File: config.mk
export PLATFORM = sky130hd
export DESIGN_NAME = jstk_spi_reader_flat
export DESIGN_NICKNAME = d
export VERILOG_FILES = /design/src/rtl/jstk_spi_if.sv /design/src/rtl/jstk_spi_reader.sv /design/src/flat_wrapper.sv
export SDC_FILE = /design/constraint.sdc
export NUM_CORES = 1
export LEC_CHECK = 0
export ABC_CLOCK_PERIOD_IN_PS = 4059
export CAP_MARGIN = 20
export CORE_ASPECT_RATIO = 1.5
export CORE_UTILIZATION = 50
export DETAILED_ROUTE_END_ITERATION = 10
export PLACE_DENSITY = 0.68
export SYNTH_ARGS = -nofsm -noshare
export SYNTH_HDL_FRONTEND = slang
export SYNTH_SLANG_ARGS = --single-unit
File: constraint.sdc
create_clock -name clk -period 4.06 [get_ports clk]
set_input_delay 0.406 -clock clk [delete_from_list [all_inputs] [get_ports clk]]
set_output_delay 0.406 -clock clk [all_outputs]
set_load 0.01 [all_outputs]
File: src/rtl/jstk_spi_if.sv
// SPI bus between the PmodJSTK reader (master) and the joystick (slave).
interface jstk_spi_if;
    logic ss;
    logic sclk;
    logic mosi;
    logic miso;

    modport master (
        output ss,
        output sclk,
        output mosi,
        input  miso
    );

    modport slave (
        input  ss,
        input  sclk,
        input  mosi,
        output miso
    );
endinterface

File: src/rtl/jstk_spi_reader.sv
// Periodic PmodJSTK poller: five-byte SPI mode-0 transfer, X/Y/buttons
// published together once the whole frame has been received.
module jstk_spi_reader #(
    parameter int SCLK_HALF   = 400,
    parameter int SS_SETUP    = 1500,
    parameter int BYTE_GAP    = 1000,
    parameter int POLL_PERIOD = 1000000
) (
    input  logic       clk,
    input  logic       clr,
    input  logic [1:0] leds,
    jstk_spi_if.master spi,
    output logic [9:0] joy_x,
    output logic [9:0] joy_y,
    output logic [2:0] buttons,
    output logic       sample_valid,
    output logic       busy
);
    localparam int CW = $clog2(POLL_PERIOD + 1);
    localparam logic [CW-1:0] POLL_LAST  = CW'(POLL_PERIOD - 1);
    localparam logic [CW-1:0] HALF_LAST  = CW'(SCLK_HALF - 1);
    localparam logic [CW-1:0] SETUP_LAST = CW'(SS_SETUP - 1);
    localparam logic [CW-1:0] GAP_LAST   = CW'(BYTE_GAP - 1);

    typedef enum logic [2:0] {IDLE, SETUP, SHIFT, GAP, DONE} state_t;

    state_t        state, state_n;
    logic [CW-1:0] poll_cnt, cnt, cnt_last;
    logic [2:0]    bit_cnt, byte_cnt;
    logic [7:0]    tx, rx, x_lo, y_lo, cmd;
    logic [1:0]    x_hi, y_hi;
    logic [2:0]    btn;
    logic          ss_q, sclk_q;
    logic          wrap, cnt_done, byte_end;

    // tx drains to zero after eight shifts, so its MSB is the MOSI line
    assign spi.ss   = ss_q;
    assign spi.sclk = sclk_q;
    assign spi.mosi = tx[7];

    assign cmd      = {6'b100000, leds};
    assign wrap     = poll_cnt == POLL_LAST;
    assign cnt_done = cnt == cnt_last;
    assign byte_end = (state == SHIFT) && sclk_q && cnt_done
                      && (bit_cnt == 3'd7);

    always_comb begin
        cnt_last = '0;
        unique case (state)
            SETUP:       cnt_last = SETUP_LAST;
            GAP:         cnt_last = GAP_LAST;
            SHIFT, DONE: cnt_last = HALF_LAST;
            default:     cnt_last = '0;
        endcase
    end

    always_ff @(posedge clk or posedge clr) begin
        if (clr) state <= IDLE;
        else     state <= state_n;
    end

    always_comb begin
        state_n = state;
        unique case (state)
            IDLE:  if (wrap) state_n = SETUP;
            SETUP: if (cnt_done) state_n = SHIFT;
            SHIFT: if (byte_end)
                       state_n = (byte_cnt == 3'd4) ? DONE : GAP;
            GAP:   if (cnt_done) state_n = SHIFT;
            DONE:  if (cnt_done) state_n = IDLE;
            default: state_n = IDLE;
        endcase
    end

    always_ff @(posedge clk or posedge clr) begin
        if (clr) begin
            poll_cnt     <= '0;
            cnt          <= '0;
            bit_cnt      <= '0;
            byte_cnt     <= '0;
            tx           <= '0;
            rx           <= '0;
            x_lo         <= '0;
            x_hi         <= '0;
            y_lo         <= '0;
            y_hi         <= '0;
            btn          <= '0;
            ss_q         <= 1'b1;
            sclk_q       <= 1'b0;
            busy         <= 1'b0;
            joy_x        <= 10'd512;
            joy_y        <= 10'd512;
            buttons      <= '0;
            sample_valid <= 1'b0;
        end else begin
            sample_valid <= 1'b0;
            poll_cnt     <= wrap ? '0 : poll_cnt + CW'(1);
            cnt          <= cnt_done ? '0 : cnt + CW'(1);
            unique case (state)
                IDLE: if (wrap) begin
                    tx       <= cmd;
                    ss_q     <= 1'b0;
                    busy     <= 1'b1;
                    bit_cnt  <= '0;
                    byte_cnt <= '0;
                end
                SETUP: ;
                SHIFT: if (cnt_done) begin
                    if (!sclk_q) begin
                        sclk_q <= 1'b1;
                        rx     <= {rx[6:0], spi.miso};
                    end else begin
                        sclk_q  <= 1'b0;
                        bit_cnt <= bit_cnt + 3'd1;
                        tx      <= {tx[6:0], 1'b0};
                    end
                end
                GAP: if (cnt_done) tx <= 8'h00;
                DONE: if (cnt_done) begin
                    ss_q         <= 1'b1;
                    busy         <= 1'b0;
                    joy_x        <= {x_hi, x_lo};
                    joy_y        <= {y_hi, y_lo};
                    buttons      <= btn;
                    sample_valid <= 1'b1;
                end
                default: ;
            endcase
            // Byte slots: b0=X low, b1=X high, b2=Y low, b3=Y high, b4=buttons
            if (byte_end) begin
                byte_cnt <= byte_cnt + 3'd1;
                unique case (byte_cnt)
                    3'd0:    x_lo <= rx;
                    3'd1:    x_hi <= rx[1:0];
                    3'd2:    y_lo <= rx;
                    3'd3:    y_hi <= rx[1:0];
                    3'd4:    btn  <= rx[2:0];
                    default: ;
                endcase
            end
        end
    end
endmodule

File: src/flat_wrapper.sv
// flat-port wrapper written by rule: the top's interface ports become plain ports
module jstk_spi_reader_flat 
#(
    parameter int SCLK_HALF   = 400,
    parameter int SS_SETUP    = 1500,
    parameter int BYTE_GAP    = 1000,
    parameter int POLL_PERIOD = 1000000
)
  (clk, clr, leds, joy_x, joy_y, buttons, sample_valid, busy, spi_ss, spi_sclk, spi_mosi, spi_miso);
  jstk_spi_if spi_i ();
  input  logic clk;
  input  logic clr;
  input  logic [1:0] leds;
  output logic [9:0] joy_x;
  output logic [9:0] joy_y;
  output logic [2:0] buttons;
  output logic sample_valid;
  output logic busy;
  output wire logic [$bits(spi_i.ss)-1:0] spi_ss;
  output wire logic [$bits(spi_i.sclk)-1:0] spi_sclk;
  output wire logic [$bits(spi_i.mosi)-1:0] spi_mosi;
  input wire logic [$bits(spi_i.miso)-1:0] spi_miso;
  assign spi_ss = spi_i.ss;
  assign spi_sclk = spi_i.sclk;
  assign spi_mosi = spi_i.mosi;
  assign spi_i.miso = spi_miso;
  jstk_spi_reader #(.SCLK_HALF(SCLK_HALF), .SS_SETUP(SS_SETUP), .BYTE_GAP(BYTE_GAP), .POLL_PERIOD(POLL_PERIOD)) u_core (.clk(clk), .clr(clr), .leds(leds), .spi(spi_i), .joy_x(joy_x), .joy_y(joy_y), .buttons(buttons), .sample_valid(sample_valid), .busy(busy));
endmodule
# --- Word level (Yosys, flattened, before mapping) ---
# Cells that the tools add are included.
word_totals:
  input_bits: 5
  register_bits: 115
  latch_bits: 0
  memories: 0
  ramBits: 0
  rom_bits: 0
classes:
  n_mux: 29
  n_reduce_logical: 25
  eq_ne: 18
  bitwise_logic: 1
  div_mod_pow: 0
  add_sub_neg: 4
  shift: 0
  order_cmp: 0
  n_mul: 0
ops:
  columns: ["cell", "count"]
  rows:
  - ["$add 20x1->20 const B", 2]
  - ["$mux 20", 2]
  - ["$pmux 11 s3", 1]
  - ["$mux 8", 4]
  - ["$mux 3", 10]
  - ["$pmux 8 s3", 1]
  - ["$eq 20x11->1", 1]
  - ["$eq 20x20->1 const B", 1]
  - ["$reduce_and 2->1", 8]
  - ["$ne 2x1->1 const B", 7]
  - ["$eq 3x2->1 const B", 4]
  - ["$pmux 3 s4", 1]
  - ["$eq 3x3->1 const B", 3]
  - ["$reduce_and 4->1", 2]
  - ["$reduce_bool 2->1", 4]
  - ["$mux 1", 7]
  - ["$add 3x1->3 const B", 2]
  - ["$eq 3x1->1 const B", 2]
  - ["$logic_not 3->1", 2]
  - ["$pmux 3 s2", 1]
  - ["$reduce_and 3->1", 2]
  - ["$reduce_and 5->1", 1]
  - ["$pmux 1 s2", 2]
  - ["$reduce_or 2->1", 2]
  - ["3 further kinds", 5]

# --- Depth between registers and ports, before layout ---
# Gate-level depths: netlist of run 1.
logic_depth:
  word_depth: 8
  depth_mapped: 10

# --- Worst setup path before layout of run 1 ---
# OpenSTA, ideal clock, no wires.
synth_timing:
  kind: "flip-flop to flip-flop"
  startpoint: "register u_core.state[2]"
  endpoint: "register u_core.joy_x[7]"
  synth_period_minus_slack_ns: 2.305
  n_path_buf: 2
  path_slack_ns: 1.755
  setup_ns: 0.125
  stages_incl_launch_ff: 9
  arrival_time_ns: 2.181
  cell_sequence: "dfrtp_1 buf_2 nand2b_4 a2111oi_2 o2111ai_1 nor4_4 nand2_2 buf_2 mux2_2"
synth_between:
  elab_chain_cells: 5
  word_cells_on_any_way: 8
synth_rtl:
  columns: ["item", "line_no", "text"]
  rows:
  - ["from (decl)", "jstk_spi_reader.sv:27", "state_t state, state_n;"]
  - ["from (signal assigned)", "jstk_spi_reader.sv:59", "else state <= state_n;"]
  - ["$eq 3x3->1 or $eq 3x2->1 (tied branches)", "jstk_spi_reader.sv:49, jstk_spi_reader.sv:99", null]
  - ["$reduce_or 2->1", "jstk_spi_reader.sv:49", "unique case (state)"]
  - ["$pmux 11 s3", "jstk_spi_reader.sv:49", null]
  - ["$eq 20x11->1", "jstk_spi_reader.sv:43", "assign cnt_done = cnt == cnt_last;"]
  - ["$reduce_and 2->1 (no line) *", null, null]
  - ["to (signal assigned)", "jstk_spi_reader.sv:122", "joy_x <= {x_hi, x_lo};"]
  - ["to (decl)", "jstk_spi_reader.sv:13", "output logic [9:0] joy_x,"]
# Mark *: on every way between the ends. The rest lies on a longest branch, timed or not.
# A chain may end at the register's enable or synchronous reset.

# --- Final worst setup path of run 1 ---
layout_timing:
  startpoint: "register u_core.state[0]"
  endpoint: "register u_core.rx[2]"
layout_between:
  elab_chain_cells: 5
  word_cells_on_any_way: 8
layout_rtl:
  columns: ["item", "line_no", "text"]
  rows:
  - ["$eq 3x3->1 or $eq 3x2->1 (tied branches)", "jstk_spi_reader.sv:49, jstk_spi_reader.sv:99", null]
  - ["$reduce_or 2->1", "jstk_spi_reader.sv:49", null]
  - ["$pmux 11 s3", "jstk_spi_reader.sv:49", null]
  - ["$eq 20x11->1", "jstk_spi_reader.sv:43", null]
  - ["$reduce_and 3->1 (no line) *", null, null]
  - ["to (signal assigned)", "jstk_spi_reader.sv:111", "rx <= {rx[6:0], spi.miso};"]
  - ["to (decl)", "jstk_spi_reader.sv:30", "logic [7:0] tx, rx, x_lo, y_lo, cmd;"]
# Marked as above.

==> results.toml, run 1 <==
[status]
status = "complete, but fails checks"
violations = "DRC"

[synthesis]
synth_ff_type = "dfrtp_1"
synth_top_area_share_pct = 55.2
synthMuxAreaShare_pct = 13.2
synth_area_leaders = "dfrtp_1 55%, mux2_2 12%, xnor2_1 3.8%"
synth_edf_count = 0
ys_types = 51
ys_seq_area_share_pct = 56.8
synth-compound-area-share_pct = 5.13
synth_xor_area_share_pct = 5.87
synth_fa_ha_area_share_pct = 2.22
yosysTopAreaCell = "dfrtp_1"
ys_seq_elements = 115
yosysWarnings = 0
synth-simple-area-share_pct = 14.8
synth.avg_cell_area_um2 = 12.3
netlist_instances = 414
netlist_area_um2 = 5070
syn_nets = 428
async_flop_share_pct = 100
synth_top_family_by_area = "simple AND/OR/NAND/NOR gates"

[placement]
gp_congestion = 0.830
dp_hpwl_um = 6330
dp_cells = 550
place_ws_ps = 990
io_buffers = 32

[global_routing]
gr-usage-all-layers_pct = 20.6
grt_pass1_vias = 3434
grt_pass1_wl_um = 16800
grt_max_degree = 92
antenna_found_initial = 0
grt_overflow = 0

[detailed_routing]
via_per_inst = 5.66
routed_wl_um = 9790
routedWlPerCell_um = 16.8
drt_iter0_drc = 121
route.vias.total = 3298
drcViolationCount = 2
firstDrtPassIters = 8
ant_nets = 0

[finish]
fillers = 762
fin_util_pct = 62.7
multiInputGateArea_um2 = 2090
areaGrowthSynthToFinish_pct = 21.1
diodes = 0
stdcell_count = 583
drive_above_1_share_pct = 21.8
nets = 469
final-seq-area_um2 = 2880

[sta]
finalMaxSlewViolations = 0
setup_slack_ps = 946
fmax_mhz = 321
finalCritPeriodShare_pct = 76.7
setup_tns_ps = 0
tightest_slew_ps = 653
min_period_ps = 3110
max_slew_margin_pct = 56.3
finalHoldViolCount = 0
rsz0062_at_grt = "false"
skew_ps = 7.61
setup_viol = 0
whs_ps = 320

[critical_path]
cp-start-kind = "flop"
r2r_end = "u_core.rx[2]"
path_max_fanout = 14
worstPathRequired_ps = 4350
ff2ff_path_depth = 7
critPathKind = "reg2reg"
arrival_ps = 3400
endpoint_kind = "flop"
rr_startpoint = "u_core.state[0]"
r2r_slack_ps = 950

[hold_path]
hold_class = "in2async"

[power]
p_leak_nw = 2.93
power_density_nw_per_um2 = 444
ir_drop_mv = 0.366

[clocking]
clk_path_buf_depth = 2
hold_buffers = 0
cts_resized = 0
htree_levels = 4
cts_sinks = 115
clock_latency_ps = 410
cts_inserted_buffers = 17
cts_setup_buffers = 0
clk_pin_slew_ps = 60
cts_root_buf = "clkbuf_16"
cts_tree = "built"

[floorplan]
die_y_um = 125
die-area_um2 = 10600
core_area_um2 = 9800
fp.dieW_um = 84.3
start_util_pct = 51.8
core.rowCount = 44
ioPinCount = 33

[job]
drv_cap = 0
-- worst max path at each step --
stage	start	to	cells after the start
final	u_core.state[0]	u_core.rx[2]	7
after global routing	u_core.state[0]	u_core.rx[1]	7
after CTS	u_core.state[0]	u_core.rx[2]	7
after detailed placement	u_core.state[0]	u_core.y_lo[3]	7
after global placement	u_core.state[0]	u_core.bit_cnt[0]	8
after floorplan	clr	u_core.bit_cnt[0]	1
-- flip-flops by register name (all words and copies together) (netlist names) --
register,count
u_core.poll_cnt,20
u_core.byte_cnt,3
u_core.btn,3
u_core.y_lo,8
u_core.busy,1
u_core.buttons,3
u_core.x_hi,2
u_core.state,3
u_core.spi.sclk,1
u_core.joy_y,10
u_core.rx,8
u_core.sample_valid,1
u_core.bit_cnt,3
u_core.x_lo,8
u_core.cnt,20
u_core.spi.ss,1
u_core.tx,8
u_core.y_hi,2
u_core.joy_x,10
-- critical path: stages (launching register included) --
cell,delay [ps]
dfrtp_1,620
nand2b_4,110
a2111oi_2,380
o2111ai_1,240
nor4_4,630
buf_4,290
nand3b_1,330
mux2_2,400
-- cell usage in the layout (no fill, tap or decap), types with 5 or more instances in the layout --
cell type,n
clkinv_2,5
nand4_1,8
nor4_1,5
mux2i_1,5
ha_1,9
nand2_1,31
nor2_1,27
dfrtp_1,112
a21oi_1,5
xnor2_1,22
nand3_1,20
xor2_1,12
nand2b_1,6
and4_1,5
inv_1,8
clkbuf_16,17
mux2_2,55
a22o_1,9
clkdlybuf4s50_1,32
and3_1,11
-- through the flow --
step | total power [W] | instance area, um2
after global placement | 0.00120 | 5500
after CTS | 0.00274 | 6120
after global routing | 0.00280 | 6150
after floorplan | 0.00119 | 5070
after detailed placement | 0.00120 | 5500
final | 0.00273 | 6150
-- report_power, final --
part	internal (W)	switching, W	total, W
Clock	0.00102	0.000522	0.00155
Sequential	0.00115	0.000000948	0.00115
Combinational	0.00000869	0.0000240	0.0000327
-- routing by layer --
metal / routed length, um / global-route usage [%] / vias up
li1: - / - / 1555
met5: 0 / 0 / -
met1: 4140 / 24.6 / 1675
met2: 5150 / 35.1 / 56
met4: 135 / 7.61 / 0
met3: 365 / 5.94 / 12
-- area by class of cell --
type / count / area share (%)
Tap cell: 115 / 2.34
Inverter: 9 / 0.590
Clock buffer: 18 / 6.98
Sequential cell: 115 / 46.9
Clock inverter: 14 / 3.03
Timing Repair Buffer: 37 / 6.15
Multi-Input combinational cell: 275 / 34.0
-- Yosys cell counts, types with 6 or more instances --
library cell / count
dfrtp_1: 112
mux2_2: 55
nand2_1: 31
nor2_1: 27
xnor2_1: 22
nand3_1: 20
xor2_1: 12
and3_1: 11
a22o_1: 9
ha_1: 9
inv_1: 9
nand4_1: 8
clkbuf_1: 7
buf_2: 6
nand2b_1: 6
-- cells by family after synthesis --
family,count (synthesis)
AND/OR/NAND/NOR,137
AO/OA/AOI/OAI,35
flip-flops,115
buffers and inverters,24
XOR/XNOR,34
adder cells (fa/ha/maj),9
multiplexers,60
Note: power is estimated with default switching activity, not from simulation.
==> run 2, diff against run 1 <==
--- a/config.mk
+++ b/config.mk
@@ -5,7 +5,7 @@
 export SDC_FILE = /design/constraint.sdc
 export NUM_CORES = 1
 export LEC_CHECK = 0
-export ABC_CLOCK_PERIOD_IN_PS = 4059
+export ABC_CLOCK_PERIOD_IN_PS = 3210
 export CAP_MARGIN = 20
 export CORE_ASPECT_RATIO = 1.5
 export CORE_UTILIZATION = 50
==> constraint.sdc (replaced) <==
create_clock -name clk -period 3.21 [get_ports clk]
set_input_delay 0.321 -clock clk [delete_from_list [all_inputs] [get_ports clk]]
set_output_delay 0.321 -clock clk [all_outputs]
set_load 0.01 [all_outputs]
==> results.toml, run 2 (synthesis results as in run 1) <==
[placement]
dp_hpwl_um = 6200
io_buffers = 32
dp_cells = 551
dpl-instance-area_um2 = 5530
gp_congestion = 0.875

[finish]
layout.cells.most_common_list = "112 x dfrtp_1, 55 x mux2_2, 32 x clkdlybuf4s50_1"
fillers = 763
drive_above_1_share_pct = 22.0
reg_top3 = "u_core.cnt x20, u_core.poll_cnt x20"
final_common_cell = "dfrtp_1"
final_area_um2 = 6110
stdcell_count = 583
areaGrowthSynthToFinish_pct = 20.4
diodes = 0
nets = 469
fin_util_pct = 62.4

[power]
p_leak_nw = 2.91
power_density_nw_per_um2 = 542
ir_drop_mv = 0.430

[critical_path]
rr_startpoint = "u_core.state[0]"
cp-start-kind = "flop"
cp-startpoint = "u_core.state[0]"
critPathKind = "reg2reg"
arrival_ps = 3150
endpoint_kind = "flop"
worstPathRequired_ps = 3500
path_max_fanout = 26

[sta]
setup_viol = 0
skew_ps = 8.92
tightest_slew_ps = 626
finalHoldViolCount = 0
rsz0062_at_grt = "false"
setup_tns_ps = 0
finalMaxSlewViolations = 0
fmax_mhz = 350
finalCritPeriodShare_pct = 89.1
min_period_ps = 2860
max_slew_margin_pct = 58.1

[detailed_routing]
routedWlPerCell_um = 16.1
route.met2.wl_um = 4760
wl_met3_um = 375
highest_layer = "met4"
wl_met1_um = 4080
ant_nets = 0
firstDrtPassIters = 4
routed_wl_um = 9410
drcViolationCount = 0
drt_iter0_drc = 161
route.vias.total = 3258
via_per_inst = 5.59

[clocking]
cts_root_buf = "clkbuf_16"
cts_sinks = 115
htree_levels = 4
clock_latency_ps = 410
hold_buffers = 0
cts_setup_buffers = 0
clk_pin_slew_ps = 60
cts_resized = 0
clk_path_buf_depth = 2
cts_inserted_buffers = 17
cts_tree = "built"

[job]
drv_cap = 0

[status]
status = "completed"

[floorplan]
die_y_um = 125
start_util_pct = 51.8
ioPinCount = 33
fp.dieW_um = 84.3
die-area_um2 = 10600
core_area_um2 = 9800
core.rowCount = 44

[global_routing]
grt_overflow = 0
grt_pass1_wl_um = 16200
grt_pass1_vias = 3411
grt_max_degree = 116
antenna_found_initial = 0
gr-usage-all-layers_pct = 19.9

[hold_path]
hold_class = "in2async"
-- run 2: changes by cell type in the layout (fill, tap and decap cells not counted), moves of 2 or more --
cell       before  now
inv_8           0    2
clkinv_4        1    4
inv_6           2    5
bufinv_16       4    1
clkinv_2        5    0
-- run 2: routing by layer --
metal | GRT usage [%] | vias up
li1 | - | 1545
met1 | 24.4 | 1641
met2 | 32.2 | 58
met3 | 6.07 | 14
met4 | 9.53 | 0
met5 | 0 | -
-- run 2: where the power goes --
part	internal [W]	switching, W	total [W]
Clock	0.00111	0.000714	0.00182
Combinational	0.00000840	0.0000286	0.0000370
Sequential	0.00145	0.00000135	0.00145
Total	0.00257	0.000744	0.00331
-- run 2: worst max-delay path, stage by stage (launching register included) --
cell,delay [ps]
dfrtp_1,600
nand2b_4,100
a2111oi_2,370
o2111ai_1,220
nor4_4,540
nand2_2,490
mux2_2,420
-- run 2: per-stage QoR --
| step | setup WS [ps] | total power [W] | hold WS, ps |
|---|---|---|---|
| 2_1_floorplan | 905 | 0.00150 | 445 |
| 3_3_place_gp | 391 | 0.00152 | 448 |
| 3_5_place_dp | 340 | 0.00152 | 451 |
| 4_1_cts | 315 | 0.00336 | 461 |
| 5_1_grt | 113 | 0.00343 | 486 |
| 6_report | 349 | 0.00331 | 442 |
-- run 2: final cells by class --
cell class / instances / area (um2) / area share, %
clock inverter: 14 / 146 / 2.40
tap: 115 / 144 / 2.35
sequential: 115 / 2880 / 47.2
timing repair buffer: 37 / 370 / 6.06
inverter: 9 / 37.5 / 0.614
multi-input combinational: 275 / 2090 / 34.2
clock buffer: 18 / 439 / 7.19
-- run 2: worst paths after layout --
kind	endpoint	slack, ps	cells past startpoint
min reg2reg	u_core.spi.ss	460	2
max	u_core.buttons[1]	350	6
max in group asynchronous	u_core.cnt[17]	2330	3
max reg2reg	u_core.buttons[1]	350	6
min	u_core.poll_cnt[9]	440	3
min in group clk	u_core.spi.ss	460	2
==> run 3, diff against run 2 <==
--- a/config.mk
+++ b/config.mk
@@ -11,6 +11,7 @@
 export CORE_UTILIZATION = 50
 export DETAILED_ROUTE_END_ITERATION = 10
 export PLACE_DENSITY = 0.68
+export SLEW_MARGIN = 20
 export SYNTH_ARGS = -nofsm -noshare
 export SYNTH_HDL_FRONTEND = slang
 export SYNTH_SLANG_ARGS = --single-unit
==> results of run 3 <==
Same layout as run 2: the final DEF is identical, and so are final timing and power.
